File: src/rtl/st_channel_mapper_pkg.sv
// Shared types and helpers for the Avalon-ST channel mapper.
package st_channel_mapper_pkg;

  localparam int unsigned STATE_W = 2;
  localparam logic [STATE_W-1:0] ST_IDLE = 2'd0;
  localparam logic [STATE_W-1:0] ST_PASS = 2'd1;
  localparam logic [STATE_W-1:0] ST_DROP = 2'd2;

  // Working width of the helper arithmetic; channel and counter widths must stay below it.
  localparam int unsigned MAP_W = 32;

  // Returns {legal, mapped}: mapped = ch + offset wrapped to out_w+1 bits, legal = mapped <= max_ch.
  function automatic logic [MAP_W:0] map_channel(input logic [MAP_W-1:0] ch,
                                                 input logic [MAP_W-1:0] offset,
                                                 input logic [MAP_W-1:0] max_ch,
                                                 input int unsigned out_w);
    logic [MAP_W:0] sum;
    logic [MAP_W:0] mask;
    sum  = {1'b0, ch} + {1'b0, offset};
    mask = ((MAP_W+1)'(1) << (out_w + 1)) - (MAP_W+1)'(1);
    sum  = sum & mask;
    return {(sum <= {1'b0, max_ch}), sum[MAP_W-1:0]};
  endfunction

  // Increment that sticks at 2^w-1.
  function automatic logic [MAP_W-1:0] sat_inc(input logic [MAP_W-1:0] v, input int unsigned w);
    logic [MAP_W-1:0] max_v;
    max_v = (MAP_W'(1) << w) - MAP_W'(1);
    return (v >= max_v) ? v : v + MAP_W'(1);
  endfunction

endpackage

File: src/rtl/st_skid_buffer.sv
// Generic 2-entry registered valid/ready buffer: output register plus one skid slot.
module st_skid_buffer #(
  parameter int unsigned W = 8
) (
  input  logic         clk,
  input  logic         reset_n,
  input  logic         in_valid,
  output logic         in_ready,
  input  logic [W-1:0] in_data,
  output logic         out_valid,
  input  logic         out_ready,
  output logic [W-1:0] out_data
);

  logic         skid_valid;
  logic [W-1:0] skid_data;
  logic         push_c;
  logic         out_free_c;
  logic         skid_next_c;

  assign push_c     = in_valid & in_ready;
  assign out_free_c = ~out_valid | out_ready;

  // Occupancy of the skid slot after this edge; drives the registered ready.
  always_comb begin
    skid_next_c = skid_valid;
    if (out_free_c) begin
      skid_next_c = 1'b0;
    end else if (push_c) begin
      skid_next_c = 1'b1;
    end
  end

  // Output register refills from the skid slot first so ordering is preserved.
  always_ff @(posedge clk or negedge reset_n) begin
    if (!reset_n) begin
      in_ready   <= 1'b0;
      out_valid  <= 1'b0;
      out_data   <= '0;
      skid_valid <= 1'b0;
      skid_data  <= '0;
    end else begin
      if (out_free_c) begin
        if (skid_valid) begin
          out_valid  <= 1'b1;
          out_data   <= skid_data;
          skid_valid <= 1'b0;
        end else begin
          out_valid <= push_c;
          if (push_c) begin
            out_data <= in_data;
          end
        end
      end else if (push_c) begin
        skid_valid <= 1'b1;
        skid_data  <= in_data;
      end
      in_ready <= ~skid_next_c;
    end
  end

endmodule

File: src/rtl/st_channel_mapper.sv
// Avalon-ST channel adapter: offset + range-check at SOP, drop/orphan filtering, skid-buffered output.
module st_channel_mapper
  import st_channel_mapper_pkg::*;
#(
  parameter int unsigned DATA_W         = 8,
  parameter int unsigned IN_CHANNEL_W   = 1,
  parameter int unsigned OUT_CHANNEL_W  = 8,
  parameter int unsigned CHANNEL_OFFSET = 0,
  parameter int unsigned MAX_CHANNEL    = 255,
  parameter int unsigned CNT_W          = 16
) (
  input  logic                     clk,
  input  logic                     reset_n,
  output logic                     in_ready,
  input  logic                     in_valid,
  input  logic [DATA_W-1:0]        in_data,
  input  logic                     in_startofpacket,
  input  logic                     in_endofpacket,
  input  logic [IN_CHANNEL_W-1:0]  in_channel,
  input  logic                     out_ready,
  output logic                     out_valid,
  output logic [DATA_W-1:0]        out_data,
  output logic                     out_startofpacket,
  output logic                     out_endofpacket,
  output logic [OUT_CHANNEL_W-1:0] out_channel,
  input  logic                     cnt_clear,
  output logic [CNT_W-1:0]         drop_count,
  output logic [CNT_W-1:0]         orphan_count
);

  localparam int unsigned PAY_W = DATA_W + 2 + OUT_CHANNEL_W;

  logic [STATE_W-1:0]       state;
  logic [STATE_W-1:0]       state_next;
  logic [OUT_CHANNEL_W-1:0] chan_q;
  logic [OUT_CHANNEL_W-1:0] chan_next;
  logic [OUT_CHANNEL_W-1:0] pay_chan_c;
  logic                     accept_c;
  logic                     fwd_c;
  logic                     drop_inc_c;
  logic                     orphan_inc_c;
  logic [MAP_W:0]           map_c;
  logic                     legal_c;
  logic [OUT_CHANNEL_W-1:0] mapped_c;
  logic                     map_unused;
  logic [PAY_W-1:0]         buf_in;
  logic [PAY_W-1:0]         buf_out;

  assign map_c      = map_channel(MAP_W'(in_channel), MAP_W'(CHANNEL_OFFSET),
                                  MAP_W'(MAX_CHANNEL), OUT_CHANNEL_W);
  assign legal_c    = map_c[MAP_W];
  assign mapped_c   = map_c[OUT_CHANNEL_W-1:0];
  assign map_unused = ^map_c[MAP_W-1:OUT_CHANNEL_W];

  // Dropped beats are still accepted, so only the buffer ever stalls the sink.
  assign accept_c = in_valid & in_ready;

  // Packet filter: decides forward/discard and counter events for each accepted beat.
  always_comb begin
    state_next   = state;
    chan_next    = chan_q;
    pay_chan_c   = chan_q;
    fwd_c        = 1'b0;
    drop_inc_c   = 1'b0;
    orphan_inc_c = 1'b0;
    if (accept_c) begin
      if (in_startofpacket) begin
        // A SOP while passing means the previous packet lost its EOP.
        if (state == ST_PASS) begin
          orphan_inc_c = 1'b1;
        end
        if (legal_c) begin
          fwd_c      = 1'b1;
          chan_next  = mapped_c;
          pay_chan_c = mapped_c;
          state_next = in_endofpacket ? ST_IDLE : ST_PASS;
        end else begin
          drop_inc_c = 1'b1;
          state_next = in_endofpacket ? ST_IDLE : ST_DROP;
        end
      end else begin
        case (state)
          ST_PASS: begin
            fwd_c = 1'b1;
            if (in_endofpacket) state_next = ST_IDLE;
          end
          ST_DROP: begin
            if (in_endofpacket) state_next = ST_IDLE;
          end
          default: begin
            orphan_inc_c = 1'b1;
          end
        endcase
      end
    end
  end

  // Filter state and the channel latched at SOP.
  always_ff @(posedge clk or negedge reset_n) begin
    if (!reset_n) begin
      state  <= ST_IDLE;
      chan_q <= '0;
    end else begin
      state  <= state_next;
      chan_q <= chan_next;
    end
  end

  // Saturating status counters; clear wins over a same-cycle increment.
  always_ff @(posedge clk or negedge reset_n) begin
    if (!reset_n) begin
      drop_count   <= '0;
      orphan_count <= '0;
    end else if (cnt_clear) begin
      drop_count   <= '0;
      orphan_count <= '0;
    end else begin
      if (drop_inc_c)   drop_count   <= CNT_W'(sat_inc(MAP_W'(drop_count), CNT_W));
      if (orphan_inc_c) orphan_count <= CNT_W'(sat_inc(MAP_W'(orphan_count), CNT_W));
    end
  end

  assign buf_in = {in_data, in_startofpacket, in_endofpacket, pay_chan_c};

  st_skid_buffer #(
    .W(PAY_W)
  ) u_skid (
    .clk      (clk),
    .reset_n  (reset_n),
    .in_valid (fwd_c),
    .in_ready (in_ready),
    .in_data  (buf_in),
    .out_valid(out_valid),
    .out_ready(out_ready),
    .out_data (buf_out)
  );

  assign out_data          = buf_out[PAY_W-1 -: DATA_W];
  assign out_startofpacket = buf_out[OUT_CHANNEL_W+1];
  assign out_endofpacket   = buf_out[OUT_CHANNEL_W];
  assign out_channel       = buf_out[OUT_CHANNEL_W-1:0];

endmodule

File: config.mk
export PLATFORM = sky130hd
export DESIGN_NAME = st_channel_mapper
export DESIGN_NICKNAME = d
export VERILOG_FILES = /design/src/rtl/st_channel_mapper_pkg.sv /design/src/rtl/st_skid_buffer.sv /design/src/rtl/st_channel_mapper.sv
export SDC_FILE = /design/constraint.sdc
export NUM_CORES = 1
export LEC_CHECK = 0
export CAP_MARGIN = 40
export CORE_UTILIZATION = 45
export CTS_CLUSTER_DIAMETER = 100
export DETAILED_ROUTE_END_ITERATION = 10
export HOLD_SLACK_MARGIN = 0.1
export PLACE_DENSITY_LB_ADDON = 0.15
export SYNTH_ARGS = -nofsm -noshare
export SYNTH_HDL_FRONTEND = slang
export SYNTH_SLANG_ARGS = --single-unit
export TNS_END_PERCENT = 20
File: constraint.sdc
create_clock -name clk -period 5.77 [get_ports clk]
set_clock_uncertainty 0.2 [all_clocks]
set_input_delay 1.154 -clock clk [delete_from_list [all_inputs] [get_ports clk]]
set_output_delay 1.154 -clock clk [all_outputs]
set_load 0.01 [all_outputs]
==> flow_summary.yaml <==
floorplanning:
  dieWidth_um: 89.17
  io_pins: 68
  die-area_mm2: 0.007951
  rows: 31
  core_area_mm2: 0.007292
  die_h_um: 89.17
  start_util: 0.4689
routing:
  wl_per_cell_um: 14.12
  vias: 2369
  totalWireLength_um: 6494
  vias_per_cell: 5.150
  drc: 0
  drt_iter0_drc: 89
  ant_nets: 0
  detail_route.first_pass.iterations: 4
sta:
  final_max_slew_viol_count: 0
  rsz0062_at_grt: "no"
  max_freq_mhz: 306.5
  relSlewSlack: 0.5451
  fin_crit_ns: 3.262
  finalSetupViolations: 0
  tightest_slew_ns: 0.6773
  finalCritPeriodShare: 0.5654
  tns_ns: 0
  hold_violations: 0
placed_design:
  routabilityCongestion: 0.8187
  placed_area_mm2: 0.004220
  dp_hpwl_um: 4421
  portBuffers: 67
global_route:
  grt_pass1_vias: 2187
  grt_pass1_wl_um: 10550
  grt_overflow_total: 0
  grt_usage: 0.1752
  grt_max_degree: 57
  antenna_found_initial: 0
flow_run:
  drv_cap: 0
setup_path:
  critical_path_class: "in -> reg"
  path_max_fanout: 10
  crit_arrival_ns: 3.33
  crit_path_end_kind: "flip-flop"
  start_kind: "input pin"
  cp_data_required_time_ns: 5.84
run_status:
  outcome: "complete, no violations"
clocking:
  cts_sinks: 80
  hold_buffers: 0
  cts-buffers-inserted: 9
  cts.path.max_buffers: 2
  cts_resized: 0
  clk-insertion-delay-late_ns: 0.34
  cts-root-buf: "clkbuf_8"
  htree_levels: 3
  tritoncts: "built"
  post_cts_buffers: 0
  clk_pin_slew_ns: 0.08
synth:
  yosysTopAreaCellShare: 0.5854
  async_flop_share: 1.000
  synth-edff-count: 0
  syn_nets: 307
  synth_top_flop_cell: "dfrtp_1"
  postSynthAreaPerCell_um2: 11.83
  synthTopCellsByCount: "80 x dfrtp_1, 24 x nand2_1, 23 x o21ai_0"
  postSynthCellCount: 289
  yosysWarnings: 0
  synth_area_leaders: "dfrtp_1 59%, mux2_2 6.3%, mux2i_1 5.6%, nor2b_1 3.8%, o21ai_0 3.4%"
  synth_most_common_cell: "dfrtp_1"
  seq_area_frac_synth: 0.5854
  synth_top_area_cell: "dfrtp_1"
  yosysUniqueCellTypes: 40
  synth-seq-cells: 80
  syn_area_mm2: 0.003420
finish:
  stdcell_area_mm2: 0.004456
  drive_gt1_frac: 0.1413
  fill_cells: 628
  syn2layout_area_growth_pct: 30.30
  nets: 374
  antenna_cells: 0
min_path:
  hold_class: "reg -> reg"
pwr:
  clkPwrFrac: 0.334
  peakVddDrop_mv: 0.2225
  power.leakage_nw: 1.909
  swShare: 0.2527
  p_seq_frac: 0.476
  power_density_mw_per_mm2: 326.5
  internal_power_mw: 1.087
  netSwitchingPower_uw: 367.6
  p_comb_frac: 0.190
## state kept, by name, summed over array words and instances (netlist names)
signal,cells
state,1
drop_count,16
u_skid.out_valid,1
u_skid.skid_data,18
u_skid.out_data,18
orphan_count,16
u_skid.skid_valid,1
u_skid.in_ready,1
chan_q,8
## metrics by stage
step | hold slack, ns | util | std cells | power (mW) | worst slack, ns
floorplan | 0.2496 | - | 289 | 0.8400 | 2.957
global placement | 0.2669 | 0.5691 | 441 | 0.9687 | 2.194
detailed placement | 0.2694 | 0.5788 | 444 | 0.9859 | 2.171
CTS | 0.2883 | 0.6110 | 460 | 1.475 | 2.520
global route | 0.3113 | 0.6110 | 460 | 1.540 | 2.400
finish | 0.2819 | 0.6110 | 460 | 1.455 | 2.508
## layer usage
layer  global-route usage  share of wire
met5                    0              0
met4              0.06205          0.012
met3              0.05263          0.041
met2               0.2776           0.48
met1               0.2293           0.47
## cells by family after synthesis
family | after synthesis | share of synthesized area
flip-flops | 80 | 0.5854
multiplexers | 41 | 0.1314
AND/OR/NAND/NOR | 97 | 0.1669
adder cells (fa/ha/maj) | 2 | 0.007317
AO/OA/AOI/OAI | 47 | 0.08013
buffers and inverters | 22 | 0.02891
## area by class of cell
type                            count  area (um2)  share of cell area
Sequential cell                    80        2002              0.4493
Inverter                            7       26.28            0.005897
Clock buffer                       11       131.4             0.02949
Timing Repair Buffer               71       745.7              0.1674
Multi-Input combinational cell    187        1323              0.2968
Clock inverter                      5       103.9             0.02331
Tap cell                           99       123.9             0.02780
## worst paths after layout
| path | start | to | slack, ns | depth (start not counted) |
|---|---|---|---|---|
| worst max register to register | orphan_count[7] | orphan_count[0] | 3.55 | 4 |
| max in group asynchronous | reset_n | u_skid.out_data[17] | 4.28 | 2 |
| min in group asynchronous | reset_n | u_skid.skid_data[13] | 0.53 | 1 |
| worst max-delay path | in_startofpacket | orphan_count[13] | 2.51 | 7 |
| worst min-delay path | u_skid.out_data[12] | u_skid.out_data[12] | 0.28 | 2 |
| worst min register to register | u_skid.out_data[12] | u_skid.out_data[12] | 0.28 | 2 |
## critical path, cell delays in order
cell             delay [ns]
clkdlybuf4s50_1        0.53
inv_1                  0.07
ha_1                   0.30
and3b_1                0.46
nand3_4                0.17
or4_1                  0.49
a21oi_1                0.14
## cells in the final DEF, fill, tap and decap left out, types with 3 or more instances in the layout
cell type        Yosys  layout
a21oi_2              3       3
nor2_1               6       6
o31ai_1              6       6
nand2_1             24      24
inv_1                7       7
nand3_1              7       7
nand2b_1             3       3
nor3_1               4       4
bufinv_16            0       3
and2_1               7       7
nor2b_1             21      21
nand4_1              3       3
mux2_4               3       3
nor4_1               3       3
mux2i_1             19      19
clkbuf_8             0       9
mux2_2              19      19
dfrtp_1             80      80
o21ai_0             23      23
clkdlybuf4s50_1      0      66
a21oi_1             10      10
or4_1                5       5
## power by group through the flow
stage                     registers (mW)  clock network (mW)  logic (mW)
after floorplan                    0.712                   0       0.128
after global placement             0.706                   0       0.262
after detailed placement           0.704                   0       0.282
after CTS                          0.693               0.499       0.283
after global routing               0.705               0.525       0.310
final                              0.692               0.486       0.277
No activity file was read; power rests on OpenSTA's default activity.
